==> src/rtl/alu_wb_if.sv <==
// alu_wb_if: handshake bundle between the ALU, the writeback buffer and the
// downstream consumer.
//   in_*      : ALU operation capture (valid/ready), driven by the ALU side
//   out_*     : byte-beat drain bus (valid/ready), consumed downstream
// Modports:
//   master : environment side (drives in_* payload and out_ready)
//   slave  : writeback buffer side (drives in_ready and out_* payload)
interface alu_wb_if;
  logic        in_valid;
  logic        in_ready;
  logic [3:0]  in_op;
  logic [7:0]  in_result;
  logic [15:0] in_product;
  logic        in_of;
  logic        in_zero;
  logic        in_slt;
  logic        out_valid;
  logic        out_ready;
  logic [7:0]  out_data;
  logic        out_last;
  logic [2:0]  out_flags;

  modport master (
    output in_valid, in_op, in_result, in_product, in_of, in_zero, in_slt,
    output out_ready,
    input  in_ready, out_valid, out_data, out_last, out_flags
  );

  modport slave (
    input  in_valid, in_op, in_result, in_product, in_of, in_zero, in_slt,
    input  out_ready,
    output in_ready, out_valid, out_data, out_last, out_flags
  );
endinterface

==> src/rtl/alu_wb_buffer.sv <==
// alu_wb_buffer: writeback stage behind the 8-bit ALU. Each accepted legal
// ALU operation is queued in a DEPTH-entry FIFO and drained as byte beats:
// one beat (result) for ordinary ops, two beats (product low, then high)
// for the multiply op 4'b1011. Illegal ops (4'b1100..4'b1111) are accepted
// and dropped, flagging sticky_ill. Sticky overflow tracks pushed OF=1 ops.
// Ports:
//   clk, rst_n          : clock, asynchronous active-low reset
//   bus (alu_wb_if)     : input capture handshake and output beat bus
//   clr_sticky          : clears sticky_of / sticky_ill (a same-cycle set wins)
//   sticky_of/ill       : sticky status for the controller
//   level               : current FIFO occupancy
//   perf_ops/perf_stall : only with ALU_WB_PERF_EN defined; saturating
//                         counts of popped entries and stalled cycles
module alu_wb_buffer #(
  parameter int DEPTH = 4,
  parameter int PTR_W = 2
) (
  input  logic             clk,
  input  logic             rst_n,
  alu_wb_if.slave          bus,
  input  logic             clr_sticky,
  output logic             sticky_of,
  output logic             sticky_ill,
  output logic [PTR_W:0]   level
`ifdef ALU_WB_PERF_EN
  ,
  output logic [15:0]      perf_ops,
  output logic [15:0]      perf_stall
`endif
);

  localparam logic [PTR_W:0] FULL_CNT = (PTR_W+1)'(DEPTH);
  localparam logic [3:0]     OP_MUL   = 4'b1011;

  typedef enum logic {BEAT_LO = 1'b0, BEAT_HI = 1'b1} beat_e;

  function automatic logic op_is_legal(input logic [3:0] op);
    return (op <= 4'd11);
  endfunction

  logic [3:0]       mem_op      [DEPTH];
  logic [7:0]       mem_result  [DEPTH];
  logic [15:0]      mem_product [DEPTH];
  logic [2:0]       mem_flags   [DEPTH];

  logic [PTR_W-1:0] wr_ptr_r;
  logic [PTR_W-1:0] rd_ptr_r;
  logic [PTR_W:0]   count_r;
  beat_e            beat_r;
  beat_e            beat_nxt_s;
  logic             sticky_of_r;
  logic             sticky_ill_r;

  logic             in_ready_s;
  logic             accept_s;
  logic             legal_s;
  logic             push_s;
  logic             pop_s;
  logic             out_valid_s;
  logic             beat_acc_s;
  logic             head_mul_s;
  logic [7:0]       out_data_s;
  logic             out_last_s;
  logic [2:0]       out_flags_s;

  // in_ready depends only on registered count, so a pop never frees a slot
  // in the same cycle.
  assign in_ready_s  = (count_r != FULL_CNT);
  assign accept_s    = bus.in_valid && in_ready_s;
  assign legal_s     = op_is_legal(bus.in_op);
  assign push_s      = accept_s && legal_s;
  assign out_valid_s = (count_r != {(PTR_W+1){1'b0}});
  assign beat_acc_s  = out_valid_s && bus.out_ready;
  assign head_mul_s  = (mem_op[rd_ptr_r] == OP_MUL);

  // Beat selection, pop decision and next beat state from the head entry.
  always_comb begin
    beat_nxt_s  = beat_r;
    out_data_s  = 8'd0;
    out_last_s  = 1'b0;
    out_flags_s = 3'd0;
    pop_s       = 1'b0;
    if (out_valid_s) begin
      out_flags_s = mem_flags[rd_ptr_r];
      case (beat_r)
        BEAT_LO: begin
          if (head_mul_s) begin
            out_data_s = mem_product[rd_ptr_r][7:0];
            out_last_s = 1'b0;
            if (beat_acc_s) begin
              beat_nxt_s = BEAT_HI;
            end else begin
              beat_nxt_s = BEAT_LO;
            end
          end else begin
            out_data_s = mem_result[rd_ptr_r];
            out_last_s = 1'b1;
            pop_s      = beat_acc_s;
          end
        end
        BEAT_HI: begin
          out_data_s = mem_product[rd_ptr_r][15:8];
          out_last_s = 1'b1;
          pop_s      = beat_acc_s;
          if (beat_acc_s) begin
            beat_nxt_s = BEAT_LO;
          end else begin
            beat_nxt_s = BEAT_HI;
          end
        end
        default: begin
          beat_nxt_s = BEAT_LO;
        end
      endcase
    end else begin
      beat_nxt_s = BEAT_LO;
    end
  end

  // FIFO storage; contents need no reset because outputs are gated by count.
  always_ff @(posedge clk) begin
    if (push_s) begin
      mem_op[wr_ptr_r]      <= bus.in_op;
      mem_result[wr_ptr_r]  <= bus.in_result;
      mem_product[wr_ptr_r] <= bus.in_product;
      mem_flags[wr_ptr_r]   <= {bus.in_of, bus.in_zero, bus.in_slt};
    end
  end

  // Pointers and occupancy; pointers wrap naturally at DEPTH (power of two).
  always_ff @(posedge clk or negedge rst_n) begin
    if (!rst_n) begin
      wr_ptr_r <= {PTR_W{1'b0}};
      rd_ptr_r <= {PTR_W{1'b0}};
      count_r  <= {(PTR_W+1){1'b0}};
    end else begin
      if (push_s) begin
        wr_ptr_r <= wr_ptr_r + {{(PTR_W-1){1'b0}}, 1'b1};
      end
      if (pop_s) begin
        rd_ptr_r <= rd_ptr_r + {{(PTR_W-1){1'b0}}, 1'b1};
      end
      if (push_s && !pop_s) begin
        count_r <= count_r + {{PTR_W{1'b0}}, 1'b1};
      end else if (pop_s && !push_s) begin
        count_r <= count_r - {{PTR_W{1'b0}}, 1'b1};
      end
    end
  end

  // Beat state register.
  always_ff @(posedge clk or negedge rst_n) begin
    if (!rst_n) begin
      beat_r <= BEAT_LO;
    end else begin
      beat_r <= beat_nxt_s;
    end
  end

  // Sticky status; a set in the same cycle as clr_sticky takes priority.
  always_ff @(posedge clk or negedge rst_n) begin
    if (!rst_n) begin
      sticky_of_r  <= 1'b0;
      sticky_ill_r <= 1'b0;
    end else begin
      if (push_s && bus.in_of) begin
        sticky_of_r <= 1'b1;
      end else if (clr_sticky) begin
        sticky_of_r <= 1'b0;
      end
      if (accept_s && !legal_s) begin
        sticky_ill_r <= 1'b1;
      end else if (clr_sticky) begin
        sticky_ill_r <= 1'b0;
      end
    end
  end

`ifdef ALU_WB_PERF_EN
  logic [15:0] perf_ops_r;
  logic [15:0] perf_stall_r;

  // Saturating performance counters, cleared alongside the sticky bits.
  always_ff @(posedge clk or negedge rst_n) begin
    if (!rst_n) begin
      perf_ops_r   <= 16'd0;
      perf_stall_r <= 16'd0;
    end else if (clr_sticky) begin
      perf_ops_r   <= 16'd0;
      perf_stall_r <= 16'd0;
    end else begin
      if (pop_s && (perf_ops_r != 16'hFFFF)) begin
        perf_ops_r <= perf_ops_r + 16'd1;
      end
      if (out_valid_s && !bus.out_ready && (perf_stall_r != 16'hFFFF)) begin
        perf_stall_r <= perf_stall_r + 16'd1;
      end
    end
  end

  assign perf_ops   = perf_ops_r;
  assign perf_stall = perf_stall_r;
`endif

  assign bus.in_ready  = in_ready_s;
  assign bus.out_valid = out_valid_s;
  assign bus.out_data  = out_data_s;
  assign bus.out_last  = out_last_s;
  assign bus.out_flags = out_flags_s;
  assign sticky_of     = sticky_of_r;
  assign sticky_ill    = sticky_ill_r;
  assign level         = count_r;

endmodule

==> src/flat_wrapper.sv <==
// flat-port wrapper written by rule: the top's interface ports become plain ports
module alu_wb_buffer_flat 
#(
  parameter int DEPTH = 4,
  parameter int PTR_W = 2
)
  (clk, rst_n, clr_sticky, sticky_of, sticky_ill, level, bus_in_valid, bus_in_op, bus_in_result, bus_in_product, bus_in_of, bus_in_zero, bus_in_slt, bus_out_ready, bus_in_ready, bus_out_valid, bus_out_data, bus_out_last, bus_out_flags);
  alu_wb_if bus_i ();
  input  logic clk;
  input  logic rst_n;
  input  logic clr_sticky;
  output logic sticky_of;
  output logic sticky_ill;
  output logic [PTR_W:0] level;
  input wire logic [$bits(bus_i.in_valid)-1:0] bus_in_valid;
  input wire logic [$bits(bus_i.in_op)-1:0] bus_in_op;
  input wire logic [$bits(bus_i.in_result)-1:0] bus_in_result;
  input wire logic [$bits(bus_i.in_product)-1:0] bus_in_product;
  input wire logic [$bits(bus_i.in_of)-1:0] bus_in_of;
  input wire logic [$bits(bus_i.in_zero)-1:0] bus_in_zero;
  input wire logic [$bits(bus_i.in_slt)-1:0] bus_in_slt;
  input wire logic [$bits(bus_i.out_ready)-1:0] bus_out_ready;
  output wire logic [$bits(bus_i.in_ready)-1:0] bus_in_ready;
  output wire logic [$bits(bus_i.out_valid)-1:0] bus_out_valid;
  output wire logic [$bits(bus_i.out_data)-1:0] bus_out_data;
  output wire logic [$bits(bus_i.out_last)-1:0] bus_out_last;
  output wire logic [$bits(bus_i.out_flags)-1:0] bus_out_flags;
  assign bus_i.in_valid = bus_in_valid;
  assign bus_i.in_op = bus_in_op;
  assign bus_i.in_result = bus_in_result;
  assign bus_i.in_product = bus_in_product;
  assign bus_i.in_of = bus_in_of;
  assign bus_i.in_zero = bus_in_zero;
  assign bus_i.in_slt = bus_in_slt;
  assign bus_i.out_ready = bus_out_ready;
  assign bus_in_ready = bus_i.in_ready;
  assign bus_out_valid = bus_i.out_valid;
  assign bus_out_data = bus_i.out_data;
  assign bus_out_last = bus_i.out_last;
  assign bus_out_flags = bus_i.out_flags;
  alu_wb_buffer #(.DEPTH(DEPTH), .PTR_W(PTR_W)) u_core (.clk(clk), .rst_n(rst_n), .bus(bus_i), .clr_sticky(clr_sticky), .sticky_of(sticky_of), .sticky_ill(sticky_ill), .level(level));
endmodule
==> config.mk <==
export PLATFORM = sky130hd
export DESIGN_NAME = alu_wb_buffer_flat
export DESIGN_NICKNAME = d
export VERILOG_FILES = /design/src/rtl/alu_wb_if.sv /design/src/rtl/alu_wb_buffer.sv /design/src/flat_wrapper.sv
export SDC_FILE = /design/constraint.sdc
export NUM_CORES = 1
export LEC_CHECK = 0
export ABC_AREA = 1
export CAP_MARGIN = 15
export CORE_ASPECT_RATIO = 1.4
export CORE_MARGIN = 1
export CORE_UTILIZATION = 34
export CTS_BUF_LIST = sky130_fd_sc_hd__clkbuf_4 sky130_fd_sc_hd__clkbuf_8
export CTS_CLUSTER_SIZE = 8
export DETAILED_ROUTE_END_ITERATION = 12
export SLEW_MARGIN = 20
export SYNTH_ARGS = -nofsm -noshare
export SYNTH_HDL_FRONTEND = slang
export SYNTH_SLANG_ARGS = --single-unit
==> constraint.sdc <==
create_clock -name clk -period 4.3 [get_ports clk]
set_input_delay 0.43 -clock clk [delete_from_list [all_inputs] [get_ports clk]]
set_output_delay 0.43 -clock clk [all_outputs]
set_load 0.01 [all_outputs]
=== Yosys cells after proc, flatten, opt, wreduce, memory -nomap -nowiden ===
Memory sizes are Yosys's and may differ from the RTL's.
Cells that the tools add are included.

* Register bits after elaboration: 10
* Bits in latches: 0
* RAM bits: 124
* Memory bits (read-only): 0
* Input port bits: 36
* Output and inout bits: 19
* Word-level logic and storage cells: 54
* Memories kept: 4

* Add/sub/neg operators: 4
* Multipliers: 0
* Divide/modulo/power cells: 0
* $lt $le $gt $ge: 1
* Eq/ne operators: 2
* Shift-type cells: 0
* Mux-type cells: 22
* Bitwise operators: 1
* Reductions and logical operators: 14

{| class="wikitable"
|+ Memory list
! name !! words !! bits a word !! rd ports !! clocked after Yosys merged registers in !! wr ports !! line !! RTL
|-
| u_core.mem_product || 4 || 16 || 1 || 0 || 1 || alu_wb_buffer.sv:43 || <nowiki>logic [15:0] mem_product [DEPTH];</nowiki>
|-
| u_core.mem_result || 4 || 8 || 1 || 0 || 1 || alu_wb_buffer.sv:42 || <nowiki>logic [7:0] mem_result [DEPTH];</nowiki>
|-
| u_core.mem_op || 4 || 4 || 1 || 0 || 1 || alu_wb_buffer.sv:41 || <nowiki>logic [3:0] mem_op [DEPTH];</nowiki>
|-
| u_core.mem_flags || 4 || 3 || 1 || 0 || 1 || alu_wb_buffer.sv:44 || <nowiki>logic [2:0] mem_flags [DEPTH];</nowiki>
|}

{| class="wikitable"
|+ Operators with widths
! cell !! number
|-
| 8-bit 2-to-1 mux || 2
|-
| 8-bit case mux with 2 select lines || 1
|-
| 1-bit 2-to-1 mux || 13
|-
| 3-bit 2-to-1 mux || 3
|-
| 1-bit logical AND || 7
|-
| 1-bit case mux with 2 select lines || 3
|-
| 2-bit nonzero test || 3
|-
| 2-bit by 1-bit adder with 2-bit output, second input constant || 2
|-
| 4-bit equality test, second input constant || 1
|-
| 4-bit less-or-equal comparator, second input constant || 1
|-
| 3-bit by 1-bit adder with 3-bit output, second input constant || 1
|-
| 1-bit zero test || 3
|-
| 3-bit != test, second input constant || 1
|-
| 3-bit nonzero test || 1
|-
| 3-bit by 1-bit subtractor with 3-bit output, second input constant || 1
|-
| 1-bit inverter || 1
|}

=== Depth between registers and ports, before layout ===
* Word-level depth: 8
* Mapped depth: 13
* Mapped depth without buffers: 13

=== Worst setup path before layout ===
Ideal clock, no wire load.

* Kind: register to register
* From: register u_core.count_r[0], in the netlist u_core.level[0]
* To: memory u_core.mem_flags[0][0] (enable)
* Library setup time: 0.419 ns
* Data arrival time: 2.227 ns
* Data required time: 3.881 ns
* Slack: 1.654 ns
* Cell stages (with the launch flop): 5
* Path buffers: 0
* Period minus slack after synthesis: 2.646 ns
* Cells stage by stage: dfrtp_1 inv_1 nand3_1 nand3_1 nor2_1

* Word-level cells in the longest chain between the ends: 5

{| class="wikitable"
|+ Ends and longest elaborated chain
! item !! line !! RTL
|-
| start, declared || alu_wb_buffer.sv:48 || <nowiki>logic [PTR_W:0] count_r;</nowiki>
|-
| start signal, assigned || alu_wb_buffer.sv:135 || <nowiki>count_r <= {(PTR_W+1){1'b0}};</nowiki>
|-
| start signal, assigned || alu_wb_buffer.sv:144 || <nowiki>count_r <= count_r + {{PTR_W{1'b0}}, 1'b1};</nowiki>
|-
| start signal, assigned || alu_wb_buffer.sv:146 || <nowiki>count_r <= count_r - {{PTR_W{1'b0}}, 1'b1};</nowiki>
|-
| 3-bit != test || alu_wb_buffer.sv:68 || <nowiki>assign in_ready_s = (count_r != FULL_CNT);</nowiki>
|-
| via bus_in_ready || flat_wrapper.sv:23 || <nowiki>output wire logic [$bits(bus_i.in_ready)-1:0] bus_in_ready;</nowiki>
|-
| 1-bit logical AND || alu_wb_buffer.sv:69 || <nowiki>assign accept_s = bus.in_valid && in_ready_s;</nowiki>
|-
| 1-bit logical AND || alu_wb_buffer.sv:71 || <nowiki>assign push_s = accept_s && legal_s;</nowiki>
|-
| 1-bit 2-to-1 mux || alu_wb_buffer.sv:122 || <nowiki>if (push_s) begin</nowiki>
|-
| 1-bit 2-to-1 mux (implied by the code) || alu_wb_buffer.sv:126 || <nowiki>mem_flags[wr_ptr_r] <= {bus.in_of, bus.in_zero, bus.in_slt};</nowiki>
|-
| end, declared || alu_wb_buffer.sv:44 ||
|}

The timed path passes the listed nets, and every way through them passes these cells.

=== Worst setup path after layout ===
* From: register u_core.rd_ptr_r[0]
* To: output bus_out_data[4]

* Word-level cells in the longest chain between the ends: 5
* Elaborated cells between the ends (all ways): 7
* Those cells by class: eq/ne (1); mux (3); memory (3)

{| class="wikitable"
|+ Ends and longest elaborated chain
! item !! line !! RTL
|-
| start, declared || alu_wb_buffer.sv:47 || <nowiki>logic [PTR_W-1:0] rd_ptr_r;</nowiki>
|-
| start signal, assigned || alu_wb_buffer.sv:134 || <nowiki>rd_ptr_r <= {PTR_W{1'b0}};</nowiki>
|-
| start signal, assigned || alu_wb_buffer.sv:141 || <nowiki>rd_ptr_r <= rd_ptr_r + {{(PTR_W-1){1'b0}}, 1'b1};</nowiki>
|-
| memory 4 x 4 bit || - ||
|-
| 4-bit equality test || alu_wb_buffer.sv:74 || <nowiki>assign head_mul_s = (mem_op[rd_ptr_r] == OP_MUL);</nowiki>
|-
| 8-bit 2-to-1 mux || alu_wb_buffer.sv:87 || <nowiki>if (head_mul_s) begin</nowiki>
|-
| 8-bit case mux with 2 select lines * || alu_wb_buffer.sv:85 || <nowiki>case (beat_r)</nowiki>
|-
| 8-bit 2-to-1 mux * || alu_wb_buffer.sv:83 || <nowiki>if (out_valid_s) begin</nowiki>
|-
| end, declared || flat_wrapper.sv:25 || <nowiki>output wire logic [$bits(bus_i.out_data)-1:0] bus_out_data;</nowiki>
|}

Every way passes the cells marked *; elsewhere a longest branch is shown, timed or not.

==> metrics.md <==
| Metric | Value |
|---|---|
| Worst-margin pin slew | 0.895 ns |
| Flop2flop setup slack | about 1.4 ns |
| Chip Width | 110 um |
| Synth Area in Simple Gates | 0.161 |
| Worst r2r src | u_core.rd_ptr_r[0] |
| CP Max Fanout | 59 |
| N_diodes | 0 |
| Largest family of logic cells by synthesized area | simple AND/OR/NAND/NOR gates |
| Slowest Stage Delay on Critical Path | ~0.54 ns |
| Placeable core area | 0.0161 mm^2 |
| Slowest-stage cell, CP | clkdlybuf4s50_1 |
| Initial core utilization | 0.346 |
| Post-CTS Setup Repair Bufs | 0 |
| Placer Congestion | 0.758 |
| Static Leak | ~2.5 nW |
| Global-route usage over all layers | 0.155 |
| Crit-path cells | buf_4 -> nor2_1 -> nand3_1 -> nand3_2 -> nand2_1 -> nand2_1 -> nand3_1 -> nand2_1 -> inv_1 -> clkdlybuf4s50_1 |
| Relative slew margins | 0.403 |
| Number of I/O port buffers | 54 |
| Layout cells sized above 1 | 0.105 |
| H-tree depth | 4 |
| Cells after synthesis | 476 |
| ANT nets after route | 0 |
| FF+latch area | 0.00398 mm^2 |
| Crit-path most repeated cell | nand2_1 |
| CTS max path bufs | 2 |
| Clock transition at the registers of the reported paths | ~0.080 ns |
| Root buf cell | clkbuf_8 |
| Setup violators final | 0 |
| Yosys warns | 0 |
| DRT Pass-1 Iters | 4 |
| Maxcap violations | 0 |
| First-pass GRT wire length | ~19000 um |
| Vias | 3594 |
| M3 GR Usage | 0.0398 |
| Distinct cell type count of the synthesized netlist | 26 |
| Multiplexer share of the synthesized area | 0 |
| Synthesis-to-finish area growth | 19.9% |
| Worst path top cell family by delay | buffers and inverters |
| Fin. max-slew vios | 0 |
| RSZ-0062 raised after global routing | no |
| Worst skew pair latency | 0.43 ns |
| CTS sink count | 134 |
| TritonCTS clock tree | built |
| CP Launch Type | register |
| FF+latch count, synth | 134 |
| Initial antenna violation count | 0 |
| Clock skew | 0.00951 ns |
| DRT iter0 DRCs | 202 |
| Vias per cell | 4.78 |
| WHS | 0.313 ns |
| CTS resizes | 0 |
| Power per Cell Area | 664 mW/mm^2 |
| GR peak layer | met2 |
| Max VDD drop | between 400 and 500 uV |
| Worst Setup SP | u_core.rd_ptr_r[0] |
| Crit share post-route | 0.793 |
| Fill cells | ~1500 |
| Syn_nets | 518 |
| Nets | 582 |
| Arr. time, crit path | 2.98 ns |
| HP Class | in -> async |
| CP required | 3.87 ns |
| Setup Crit Path Kind | reg -> out |
| DR WL/cell | about 16 um |
| Compound-Gate Fraction of Synth Area | 0.0586 |
| Min cycle time layout | roughly 3.4 ns |
| Fin. Hold Viols | 0 |
| Global route overflow | 0 |
| Mean area per synthesized cell | approximately 12 um^2 |
| CTS Hold Bufs | 0 |
| Grt met2 use | 0.252 |
| Run status | complete, no violations |
| DRC viols | 0 |
| Xor and xnor area share after synthesis | 0.00471 |
| Die footprint | 0.0169 mm^2 |
| Ys flop type | edfxtp_1 |
| Wirelength, routed | 12100 um |
| Multi-input gate area | 0.00134 mm^2 |
| Largest net degree at the start of global routing | 60 |
| Setup TNS | 0 ns |
| Post-synth ARST share | 0.0746 |
| Number of global-route vias before repair | 3655 |
| Row cnt | 55 |
| Maximum clock rate | 293 MHz |
| Ports | 55 |
| Post-DP HPWL | 7750 um |
| Critical Path End Type | primary output |
| Post-synth EDFFs | 124 |
| Sequential area share after synthesis | 0.713 |
| Mapped Area | 0.00558 mm^2 |
| Die Y | 154 um |
| Adder-cell share of the synthesized area | 0.0148 |
| CTS Buf Count | 17 |
| WP buf/inv | 3 |
| Routing usage on met1 | 0.184 |
worst paths after layout:
check	to	cells past startpoint
max in group asynchronous	u_core.rd_ptr_r[0]	1
hold reg to reg	u_core.sticky_ill	2
hold / removal	u_core.sticky_ill	1
min in group clk	u_core.sticky_ill	2
setup reg to reg	u_core.level[2]	14
setup / recovery	bus_out_data[4]	10
logic make-up (layout without fill, tap and decap cells):
| family | after synthesis | after routing |
|---|---|---|
| simple gates | 217 | 217 |
| fa+ha+maj | 6 | 6 |
| flops | 134 | 134 |
| compound gates | 63 | 63 |
| xor+xnor | 3 | 3 |
| buf+inv | 53 | 130 |
area by class of cell:
class	instances	area share
Tap cell	199	0.0373
Sequential cell	134	0.595
Inverter	34	0.0191
Clock inverter	15	0.0208
Clock buffer	17	0.0350
Timing Repair Buffer	64	0.0921
Multi-Input combinational cell	289	0.201
metrics by stage:
stage          cells  power, mW   util  worst slack [ns]  cell area, um^2
5_1_grt          752       4.74  0.415             0.639             6680
2_1_floorplan    476       2.88      -              1.65             5580
6_report         752       4.44  0.415             0.892             6680
3_5_place_dp     720       3.51  0.392              1.37             6310
4_1_cts          752       4.49  0.415             0.880             6680
3_3_place_gp     720       3.47  0.392              1.46             6310
routing by layer:
layer  up-vias  wire, um
met4         0       436
met3        22       689
li1       1745         -
met5         -         0
met1      1721      4790
met2       106      6180
sequential cells by signal, indices dropped and copies added (netlist names):
register            cells
u_core.mem_result      32
u_core.level            3
u_core.rd_ptr_r         2
u_core.mem_op          16
u_core.beat_r           1
u_core.wr_ptr_r         2
u_core.mem_flags       12
u_core.sticky_ill       1
u_core.sticky_of        1
u_core.mem_product     64
power by group:
part | leakage [nW] | internal (mW) | switching, mW
Clock | 0.188 | 0.505 | 0.465
Combinational | 1.07 | 0.662 | 1.06
Sequential | 1.25 | 1.66 | 0.0819
cells in the mapped netlist, types with 2 or more instances:
library cell	count	area [um^2]
a21oi_1	29	145
a31oi_1	8	50.1
buf_1	2	7.51
buf_2	2	10.0
buf_6	7	78.8
clkbuf_1	6	22.5
dfrtp_1	10	250
edfxtp_1	124	3720
ha_1	5	62.6
inv_1	31	116
inv_2	2	7.51
nand2_1	86	323
nand3_1	24	120
nand3_2	2	20.0
nor2_1	89	334
o21ai_0	22	110
o21ai_1	3	15.0
or2_0	8	50.1
or2_2	8	50.1
xor2_1	2	17.5
layout by cell type, fill, tap and decap left out:
master,synthesis,routed
edfxtp_1,124,124
nand2_1,86,86
nor2_1,89,85
clkdlybuf4s50_1,0,54
inv_1,31,31
a21oi_1,29,29
nand3_1,24,24
o21ai_0,22,22
clkbuf_8,0,17
buf_4,1,10
dfrtp_1,10,9
or2_0,8,8
or2_2,8,8
a31oi_1,8,8
clkinv_2,0,7
ha_1,5,5
nor2_2,0,4
o21ai_1,3,3
clkinvlp_4,0,3
nand3_2,2,2
inv_2,2,2
clkinv_1,1,2
xor2_1,2,2
clkinv_4,0,2
bufinv_16,0,2
xnor2_1,1,1
o22ai_1,1,1
fa_1,1,1
dfrtp_2,0,1
Note: power is estimated with default switching activity, not from simulation.
